## config.mk

```make
export PLATFORM = sky130hd
export DESIGN_NAME = nco_iq2phase_cordic
export DESIGN_NICKNAME = d
export VERILOG_FILES = /design/src/rtl/nco_iq2phase_cordic.sv
export SDC_FILE = /design/constraint.sdc
export NUM_CORES = 1
export LEC_CHECK = 0
export ABC_CLOCK_PERIOD_IN_PS = 14800
export CORE_UTILIZATION = 44
export CTS_CLUSTER_DIAMETER = 100
export DETAILED_ROUTE_END_ITERATION = 10
export GPL_TIMING_DRIVEN = 1
export PLACE_DENSITY_LB_ADDON = 0.3
export SLEW_MARGIN = 20
export SYNTH_ARGS = -nofsm -noshare
export SYNTH_HDL_FRONTEND = slang
export SYNTH_SLANG_ARGS = --single-unit
export TNS_END_PERCENT = 10
```

## constraint.sdc

```tcl
create_clock -name clk -period 14.8 [get_ports clk]
set_input_delay 1.48 -clock clk [delete_from_list [all_inputs] [get_ports clk]]
set_output_delay 1.48 -clock clk [all_outputs]
set_load 0.02 [all_outputs]
```

## src/rtl/nco_iq2phase_cordic.sv

```systemverilog
// rtl/nco_iq2phase_cordic.sv - iterative vectoring CORDIC: signed I/Q sample to NCO-scale phase and magnitude
module nco_iq2phase_cordic #(
    parameter int mpr   = 17,
    parameter int apr   = 32,
    parameter int niter = 16
) (
    input  logic             clk,
    input  logic             reset,
    input  logic             clken,
    input  logic [mpr-1:0]   fsin_i,
    input  logic [mpr-1:0]   fcos_i,
    input  logic             in_valid,
    output logic             in_ready,
    output logic [apr-1:0]   phase_o,
    output logic [mpr+1:0]   mag_o,
    output logic             out_valid,
    input  logic             out_ready
);

    localparam int W  = mpr + 3;
    localparam int CW = $clog2(niter);

    typedef enum logic [1:0] {IDLE, ITER, DONE} state_t;

    state_t                state_q, state_d;
    logic [CW-1:0]         cnt_q, cnt_d;
    logic signed [W-1:0]   x_q, x_d, y_q, y_d;
    logic [apr-1:0]        z_q, z_d;
    logic                  zero_q, zero_d;
    logic [apr-1:0]        phase_q, phase_d;
    logic [mpr+1:0]        mag_q, mag_d;

    logic signed [W-1:0]   cos_ext, sin_ext;
    logic signed [W-1:0]   x_sh, y_sh, x_rot, y_rot;
    logic [apr-1:0]        z_rot, a_i;
    logic [31:0]           a_full;

    // round(atan(2^-i) / (2*pi) * 2^32); narrower phase widths keep the top apr bits
    function automatic logic [31:0] atan_lut(input logic [4:0] i);
        case (i)
            5'd0:  atan_lut = 32'h2000_0000;
            5'd1:  atan_lut = 32'h12E4_051E;
            5'd2:  atan_lut = 32'h09FB_385B;
            5'd3:  atan_lut = 32'h0511_11D4;
            5'd4:  atan_lut = 32'h028B_0D43;
            5'd5:  atan_lut = 32'h0145_D7E1;
            5'd6:  atan_lut = 32'h00A2_F61E;
            5'd7:  atan_lut = 32'h0051_7C55;
            5'd8:  atan_lut = 32'h0028_BE53;
            5'd9:  atan_lut = 32'h0014_5F2F;
            5'd10: atan_lut = 32'h000A_2F98;
            5'd11: atan_lut = 32'h0005_17CC;
            5'd12: atan_lut = 32'h0002_8BE6;
            5'd13: atan_lut = 32'h0001_45F3;
            5'd14: atan_lut = 32'h0000_A2FA;
            5'd15: atan_lut = 32'h0000_517D;
            5'd16: atan_lut = 32'h0000_28BE;
            5'd17: atan_lut = 32'h0000_145F;
            5'd18: atan_lut = 32'h0000_0A30;
            5'd19: atan_lut = 32'h0000_0518;
            5'd20: atan_lut = 32'h0000_028C;
            5'd21: atan_lut = 32'h0000_0146;
            5'd22: atan_lut = 32'h0000_00A3;
            5'd23: atan_lut = 32'h0000_0051;
            5'd24: atan_lut = 32'h0000_0029;
            5'd25: atan_lut = 32'h0000_0014;
            5'd26: atan_lut = 32'h0000_000A;
            5'd27: atan_lut = 32'h0000_0005;
            5'd28: atan_lut = 32'h0000_0003;
            5'd29: atan_lut = 32'h0000_0001;
            5'd30: atan_lut = 32'h0000_0001;
            default: atan_lut = 32'h0000_0000;
        endcase
    endfunction

    assign cos_ext = {{3{fcos_i[mpr-1]}}, fcos_i};
    assign sin_ext = {{3{fsin_i[mpr-1]}}, fsin_i};

    assign a_full = atan_lut(5'(cnt_q));
    assign a_i    = a_full[31 -: apr];

    // One micro-rotation, driving Y toward zero; both shifts use the pre-update X/Y
    always_comb begin
        x_sh = x_q >>> cnt_q;
        y_sh = y_q >>> cnt_q;
        if (!y_q[W-1]) begin
            x_rot = x_q + y_sh;
            y_rot = y_q - x_sh;
            z_rot = z_q + a_i;
        end else begin
            x_rot = x_q - y_sh;
            y_rot = y_q + x_sh;
            z_rot = z_q - a_i;
        end
    end

    always_comb begin
        state_d = state_q;
        cnt_d   = cnt_q;
        x_d     = x_q;
        y_d     = y_q;
        z_d     = z_q;
        zero_d  = zero_q;
        phase_d = phase_q;
        mag_d   = mag_q;
        case (state_q)
            IDLE: begin
                if (in_valid) begin
                    // Left half-plane is folded into the right half by a 180 degree pre-rotation
                    if (fcos_i[mpr-1]) begin
                        x_d = -cos_ext;
                        y_d = -sin_ext;
                        z_d = {1'b1, {(apr-1){1'b0}}};
                    end else begin
                        x_d = cos_ext;
                        y_d = sin_ext;
                        z_d = '0;
                    end
                    zero_d  = (fcos_i == '0) && (fsin_i == '0);
                    cnt_d   = '0;
                    state_d = ITER;
                end
            end
            ITER: begin
                x_d = x_rot;
                y_d = y_rot;
                z_d = z_rot;
                if (cnt_q == CW'(niter - 1)) begin
                    phase_d = zero_q ? '0 : z_rot;
                    mag_d   = zero_q ? '0 : x_rot[mpr+1:0];
                    state_d = DONE;
                end else begin
                    cnt_d = cnt_q + CW'(1);
                end
            end
            DONE: begin
                if (out_ready) begin
                    state_d = IDLE;
                end
            end
            default: state_d = IDLE;
        endcase
    end

    always_ff @(posedge clk or posedge reset) begin
        if (reset) begin
            state_q <= IDLE;
            cnt_q   <= '0;
            x_q     <= '0;
            y_q     <= '0;
            z_q     <= '0;
            zero_q  <= 1'b0;
            phase_q <= '0;
            mag_q   <= '0;
        end else if (clken) begin
            state_q <= state_d;
            cnt_q   <= cnt_d;
            x_q     <= x_d;
            y_q     <= y_d;
            z_q     <= z_d;
            zero_q  <= zero_d;
            phase_q <= phase_d;
            mag_q   <= mag_d;
        end
    end

    assign in_ready  = (state_q == IDLE) && !reset;
    assign out_valid = (state_q == DONE);
    assign phase_o   = phase_q;
    assign mag_o     = mag_q;

endmodule

```

After elaboration in Yosys (flattened, before gate mapping)
Memories as Yosys holds them, arrays and structs flattened.
Index checks and enable logic that the tools add are counted.
{"block": "word_totals", "reg_bits": 130, "mem_bits_ro": 480, "input_bits": 39, "out_inout_bits": 53, "elab_cells": 60, "mem_count": 1}
{"block": "classes", "add_sub_neg": 9, "eq_ne": 7, "shifts": 2, "mux": 21, "reduce_logical": 12}
{"memory": "(name not given)", "words": 16, "width": 30, "read_ports": 1, "rd_ports_with_merged_regs": 0, "wr": 0, "line": "40", "text": "case (i)"}
{"op": "two-way mux 32 bit", "n": 4}
{"op": "two-way mux 20 bit", "n": 6}
{"op": "one-hot mux 20 bit (2 select lines)", "n": 2}
{"op": "one-hot mux 32 bit (2 select lines)", "n": 1}
{"op": "adder 20 bit", "n": 2}
{"op": "negation 17 -> 20 bit", "n": 2}
{"op": ">>> shifter 20 x 4 -> 20 bit", "n": 2}
{"op": "subtractor 20 bit", "n": 2}
{"op": "logical NOT 17 bit", "n": 2}
{"op": "adder 32 bit", "n": 1}
{"op": "subtractor 32 bit", "n": 1}
{"op": "two-way mux 19 bit", "n": 1}
{"op": "AND reduction 3 bit", "n": 3}
{"op": "two-way mux 4 bit", "n": 2}
{"op": "one-hot mux 4 bit (2 select lines)", "n": 1}
{"op": "AND reduction 4 bit", "n": 2}
{"op": "two-way mux 2 bit", "n": 3}
{"op": "!= test 2 bit (second input constant)", "n": 3}
{"op": "one-hot mux 2 bit (3 select lines)", "n": 1}
{"op": "adder 4 x 1 -> 4 bit (second input constant)", "n": 1}
{"op": "== test 4 bit (second input constant)", "n": 1}
{"op": "== test 2 x 1 -> 1 bit (second input constant)", "n": 1}
{"op": "== test 2 bit (second input constant)", "n": 1}
{"op": "logical AND 1 bit", "n": 2}
{"op": "other kinds (4)", "n": 4}

Depth between registers and ports, before layout
Gate-level depths: netlist of run 1.
{"block": "depth", "depth_word": 4, "depth_mapped": 24, "ltp_nobuf": 20}

Worst setup path after synthesis of run 1
Ideal clock, no wire load.
{"block": "synth_path", "path_kind": "flip-flop to flip-flop", "startpoint": "reg cnt_q[0]", "endpoint": "reg phase_q[25], in the netlist phase_o[25]", "setup_ns": 0.122, "arrival_ns": 4.852, "required_time_ns": 14.678, "path_slack_ns": 9.826, "stages_incl_launch_ff": 22, "path_buffers": 3, "cell_sequence": "dfrtp_1 -> buf_6 -> inv_2 -> clkbuf_1 -> ha_1 -> inv_1 -> mux4_2 -> nor3_1 -> and3_1 -> clkbuf_1 -> a21oi_1 -> xor2_1 -> ha_1 -> a211oi_1 -> nor2_1 -> o21a_1 -> nor3_1 -> a21oi_1 -> o21a_1 -> o21a_1 -> or3_1 -> a32o_1"}
{"block": "synth_between", "elab_chain_cells": 4, "elab_cells_between_ends": 7, "classes_between": "add/sub: 2; eq/ne: 1; mux: 2; reduce/logical: 1; memory: 1"}
{"item": "start: declaration", "line": "26", "text": "logic [CW-1:0] cnt_q, cnt_d;"}
{"item": "start signal: assignment", "line": "157", "text": "cnt_q <= cnt_d;"}
{"item": "memory read (16 x 30 bit)"}
{"item": "adder 32 bit / subtractor 32 bit (equally long branches)", "line": "89, 93"}
{"item": "two-way mux 32 bit", "line": "86", "text": "if (!y_q[W-1]) begin"}
{"item": "two-way mux 32 bit", "line": "129", "text": "phase_d = zero_q ? '0 : z_rot;"}
{"item": "end signal: assignment", "line": "162", "text": "phase_q <= phase_d;"}
{"item": "end: declaration", "line": "30", "text": "logic [apr-1:0] phase_q, phase_d;"}
Parallel ways exist; a longest one is shown, timed or not.
A chain may end at the register's enable or synchronous reset.

Worst setup path after layout of run 1
{"block": "layout_path", "startpoint": "reg cnt_q[1]", "endpoint": "reg z_q[31]"}
{"block": "layout_between", "elab_chain_cells": 4, "elab_cells_between_ends": 5, "classes_between": "add/sub: 2; mux: 2; memory: 1"}
{"item": "memory read (16 x 30 bit) *"}
{"item": "adder 32 bit / subtractor 32 bit (equally long branches)", "line": "89, 93"}
{"item": "two-way mux 32 bit *", "line": "86"}
{"item": "one-hot mux 32 bit (2 select lines) *", "line": "106", "text": "case (state_q)"}
{"item": "end signal: assignment", "line": "160", "text": "z_q <= z_d;"}
{"item": "end: declaration", "line": "28", "text": "logic [apr-1:0] z_q, z_d;"}
Mark *: on every way between the ends. The rest lies on a longest branch, timed or not.

==> results.md, run 1 <==
* Status: complete, no violations
* Critical path's most frequent cell: ha_1
* Syn_nets at 1,658
* Post-CTS setup buffers at 0
* Setup TNS at 0 ps
* Asr flop ratio synth at 1.00
* NumNets Final at 1,695
* Number of global-route vias before repair at 11,500
* Top cell type's share of synthesized area at 0.243
* Area Growth Syn to Fin at 12.4%
* CP peak stage delay at 710 ps
* Setup violation total in the final timing report at 0
* H-tree level count at 4
* Hold/Removal Path Class: reg -> reg
* # diodes at 0
* Top cells by area, synth: dfrtp_1, ha_1, mux4_2
* Grt ovf at 0
* Crit Path Class: reg -> reg
* Tmin final at 5960 ps
* Yosys reg bits at 130
* Seq/Total Area, Yosys at 0.243
* Commonest non-fill, non-tap cell in the layout: nand2_1
* Routability Congestion at 0.915
* Nature of the critical path startpoint: flip-flop
* Die Y at 176 microns
* Largest delay share family, worst path: compound AO/OA/AOI/OAI gates
* Tcrit/Tclk final at 0.403
* Max Slew Vio Count at 0
* Core ar. at 29,800 sq um
* CTS Sinks at 130
* Initial Util at 0.449
* Syn_area_per_cell at 8.73 sq um
* # fillers at 2,859
* Pre-antenna DRT Iters at 5
* Share of layout cells above drive strength 1 at 0.0936
* Final Hold Viols at 0
* Slew at the pin with the worst max-slew slack at 1000 ps
* Finished Layout Cells at 1,972
* Largest net degree at the start of global routing at 79
* Ports at 92
* Die area at 31,100 sq um
* Width of the chip at 176 microns
* Initial antenna violation count at 0
* RSZ-0062 raised after global routing: false
* # DRC at 0
* Post-synth top area cell: dfrtp_1
* First-pass GRT wire length at 62.7 mm
* CP max-delay cell: buf_4
* Hold path depth at 2
* Average wire per standard cell at 19.6 microns
* Worst-path cell chain: buf_4, inv_1, ha_1, nor2b_1, a22oi_1, and3_1, nor4b_4, a21oi_2, xor2_1, ha_1, and4_1, and2_1, o2111ai_1, o21a_1, a21oi_1, a31oi_1, nor3_1, and4b_1, a211o_1
* CTS Hold Bufs at 0
* CTS resizes at 0
* Crit Path Max Fanout at 78
* Data arrival time of the worst path at 6280 ps
* Placed Cells at 1,940
* Number of max-cap violations at 0
* Vias/cell at 6.12
* Pre-CTS WS at 8880 ps
* CP Buf/Inv Count at 2
* Detail Route Antenna Nets at 0
* GRT Total Usage at 0.255
* CTS root buffer: clkbuf_16
* Port bufs at 91
* F_max at 0.168 GHz
* Drt total wl at 38.6 mm
* Floorplan row count at 63
* Synth Instances at 1,532
* Clock slew at reported path FFs at 70 ps
* Mapped cell area at 13,400 sq um
* Library cells used by synthesis at 92
* CTS buffer count at 17
* Levels on crit path at 19
* Setup ws final at 8840 ps
* Hold slack at 482 ps
* Slew HR at 0.333
* Clock latency at the later pin of the worst-skew pair at 440 ps
* DR vias at 12,100
* Post-synth EDFFs at 0
* CTS Buffer Depth at 2
* Ys Warns at 0
* CP Data Required Time at 15,120 ps
* TritonCTS clock tree: done
* DRT iter0 DRCs at 1,042
* CP Capture Type: flip-flop
* Skew final at 17.1 ps
* Most frequent cells in the layout: nand2_1, a21oi_1, dfrtp_1
* Synth Flop Type: dfrtp_1
* DP HPWL at 28.0 mm
* Reg2Reg Depth at 19
==> sequential cells by signal, summed over array words and instances (netlist names) <==
register  cells
cnt_q         4
mag_o        19
phase_o      32
state_q       2
x_q          20
y_q          20
z_q          32
zero_q        1
==> cells by family after synthesis <==
| family | Yosys count | share of synthesized area |
|---|---|---|
| DFF | 130 | 0.243 |
| and+or+nand+nor | 451 | 0.161 |
| muxes | 96 | 0.123 |
| AOI/OAI and AO/OA | 499 | 0.250 |
| adders and majority gates | 87 | 0.0831 |
| buffers and inverters | 129 | 0.0465 |
| xor gates and xnor gates | 140 | 0.0937 |
==> area by class of cell <==
| cell class | count | area [sq um] | share of cell area |
|---|---|---|---|
| sequential | 130 | 3260 | 0.217 |
| inverter | 40 | 155 | 0.0103 |
| timing repair buffer | 107 | 1030 | 0.0688 |
| multi-input combinational | 1273 | 9520 | 0.634 |
| clock inverter | 13 | 118 | 0.00783 |
| clock buffer | 19 | 453 | 0.0301 |
| tap | 390 | 488 | 0.0325 |
==> routing by layer <==
layer  up-vias  GRT usage  share of wire
met5         -          0              0
met4         0     0.0920          0.031
met3        71     0.0355          0.054
met2       414      0.422           0.48
met1      5811      0.337           0.44
li1       5769          -              -
==> worst min-delay path, delay by kind of cell, from the launching register on <==
kind | cells | cell delay, ps
compound gates | 1 | 50
flops | 1 | 340
simple gates | 1 | 50
==> cell usage after synthesis, drive strengths merged, types with 21 or more instances <==
cell and n:
buf 45, nor3 33, nand2 164, nor2 128, clkbuf 44, a22o 67
o21ai 116, ha 84, mux2 24, mux4 49, mux2i 23, a31oi 23
o31ai 21, xor2 67, inv 40, dfrtp 130, a21oi 129, a21o 25
nor2b 21, xnor2 71
==> stage by stage <==
stage | utilization | area, sq um
detailed placement | 0.485 | 14500
CTS | 0.504 | 15000
global placement | 0.485 | 14500
global route | 0.504 | 15000
floorplan | - | 13400
finish | 0.504 | 15000
==> final timing paths <==
kind | from | to | slack, ps
max in group asynchronous | reset | y_q[19] | 12180
worst min-delay path | phase_o[2] | phase_o[2] | 480
worst max register to register | cnt_q[1] | z_q[31] | 8840
min in group asynchronous | reset | state_q[1] | 1480
worst min register to register | phase_o[2] | phase_o[2] | 480
worst max-delay path | cnt_q[1] | z_q[31] | 8840
Power of run 1 is not shown: default switching activity piles up to over one toggle a cycle in this logic, so the estimate is an artifact.
==> inputs of run 2 (changes only) <==
- ABC_CLOCK_PERIOD_IN_PS: 14800 -> 4850
- clock period: 14.8 -> 4.85 ns (I/O delays scaled with it)
==> run 2 against run 1 <==
  * Final cell count up 12%
  * Clock skew down 6.8 ps
  * Register-to-register slack worse by 8800 ps
  * Critical path type unchanged
  * Maximum frequency up 24%
  * Wire length up 11%
  * Via count up 8.3%
  * Die area unchanged
  * Critical endpoint is now y_q[19]
  * Critical path depth unchanged
==> results.md, run 2 (synthesized netlist as in run 1, its figures left out) <==
* Initial antenna violation count at 0
* DR vias at 13,100
* Crit Path Class: reg -> reg
* Number of max-cap violations at 0
* DP HPWL at 31.9 mm
* Data arrival time of the worst path at 5100 ps
* Commonest non-fill, non-tap cell in the layout: buf_4
* CP Buf/Inv Count at 2
* CTS Hold Bufs at 0
* Die area at 31,100 sq um
* CP peak stage delay at 550 ps
* Die Y at 176 microns
* Setup violation total in the final timing report at 0
* RSZ-0062 raised after global routing: true
* Drt total wl at 42.7 mm
* CP Data Required Time at 5150 ps
* Skew final at 10.3 ps
* Status: complete, no violations
* First-pass GRT wire length at 67.5 mm
* CTS Buffer Depth at 2
* Reg2reg setup slack at 50 ps
* Detail Route Antenna Nets at 0
* Floorplan row count at 63
* Tmin final at 4800 ps
* Worst-path cell chain: buf_6, mux4_2, mux4_2, a211oi_4, nand4_1, nor2_4, buf_6, a21oi_2, xnor2_1, ha_1, a21oi_2, a21oi_2, or3_4, o21bai_4, a41o_1, o41ai_2, xnor3_1, nand2_1, a22oi_1
* Vias/cell at 5.92
* Slew at the pin with the worst max-slew slack at 1040 ps
* CTS buffer count at 17
* CTS Sinks at 130
* Clock slew at reported path FFs at 60 ps
* Tcrit/Tclk final at 0.989
* Hold path depth at 2
* Max Slew Vio Count at 0
* Largest net degree at the start of global routing at 95
* Ports at 92
* Slew HR at 0.307
* Largest delay share family, worst path: compound AO/OA/AOI/OAI gates
* Port bufs at 91
* TritonCTS clock tree: done
* CTS root buffer: clkbuf_16
* Pre-antenna DRT Iters at 6
* Critical path's most frequent cell: a21oi_2
* Nature of the critical path startpoint: flip-flop
* Finished Cell Area at 17,200 sq um
* Hold/Removal Path Class: reg -> reg
* # DRC at 0
* Reg2Reg Depth at 19
* Grt ovf at 0
* Crit Path Max Fanout at 3
* DRT iter0 DRCs at 1,043
* H-tree level count at 4
* RR Startpoint: cnt_q[1]
* Width of the chip at 176 microns
* NumNets Final at 1,930
* Average wire per standard cell at 19.4 microns
* CP Capture Type: flip-flop
* FF-to-FF End: y_q[19]
* Number of global-route vias before repair at 12,700
* # diodes at 0
* Share of layout cells above drive strength 1 at 0.239
* Core ar. at 29,800 sq um
* Setup TNS at 0 ps
* Initial Util at 0.449
* Hold Path Sink: phase_o[2]
* Area Growth Syn to Fin at 28.5%
* Clock latency at the later pin of the worst-skew pair at 450 ps
* Dpl cell area at 16,100 sq um
* CP max-delay cell: mux4_2
* Worst Hold Launch: phase_o[2]
* Routability Congestion at 0.965
* GRT Total Usage at 0.276
* Most frequent cells in the layout: buf_4, nand2_1, dfrtp_1
* Final Hold Viols at 0
* F_max at 0.209 GHz
==> run 2: cell count changes in the layout (fill, tap and decap cells not counted), sizes merged <==
cell / previous run / this run
buf: 16 / 252
inv: 47 / 42
bufinv: 0 / 3
clkinv: 4 / 6
clkbuf: 19 / 18
clkdlybuf4s50: 91 / 90
==> run 2: worst register-to-register path, cell delays in order (launching register included) <==
cell	delay, ps
dfrtp_2	390
buf_6	130
mux4_2	500
mux4_2	550
a211oi_4	280
nand4_1	200
nor2_4	180
buf_6	120
a21oi_2	50
xnor2_1	220
ha_1	300
a21oi_2	180
a21oi_2	70
or3_4	390
o21bai_4	180
a41o_1	200
o41ai_2	320
xnor3_1	280
nand2_1	80
a22oi_1	60
==> run 2: through the flow <==
step	instances	setup WS, ps	hold slack, ps	utilization
finish	2206	55.0	476	0.577
global route	2206	-160	501	0.577
CTS	2194	2.90	483	0.564
detailed placement	2157	-183	469	0.541
global placement	2157	-133	464	0.541
floorplan	1532	32.5	456	-
==> run 2: worst max-delay path by stage <==
stage,from,endpoint,slack (ps),cells after the start
detailed placement,cnt_q[0],y_q[19],-180,19
CTS,cnt_q[0],x_q[19],3,21
global route,cnt_q[1],y_q[19],-160,19
floorplan,cnt_q[0],phase_o[25],30,20
global placement,cnt_q[0],x_q[19],-130,21
finish,cnt_q[1],y_q[19],50,19
==> run 2: repair_timing <==
item	CTS	global route
gates resized for setup	10	78
pin swaps	1	38
endpoints found under the setup margin	11	39
buffers inserted	6	12
==> run 2: area by class of cell <==
class                           count  area [sq um]
Tap cell                          390           488
Fill cell                        2611         12600
Sequential cell                   130          3260
Multi-Input combinational cell   1273          9790
Timing Repair Buffer              342          2890
Inverter                           40           155
Clock inverter                     13           160
Clock buffer                       18           439
==> run 2: per-layer routing <==
| metal | global-route usage | up-vias | routed length (microns) | part of all wire |
|---|---|---|---|---|
| met5 | 0 | - | 0 | 0 |
| met4 | 0.108 | 0 | 1320 | 0.031 |
| met3 | 0.0405 | 81 | 2240 | 0.052 |
| met2 | 0.467 | 446 | 20800 | 0.49 |
| met1 | 0.354 | 6310 | 18400 | 0.43 |
| li1 | - | 6224 | - | - |
Power of run 2 is left out for the same reason.
==> inputs of run 3 (changes only) <==
- ABC_CLOCK_PERIOD_IN_PS: 4850 -> default
==> results of run 3 <==
The final DEF is identical to that of run 2; final timing and power are the same.
Power of run 3 is left out for the same reason.
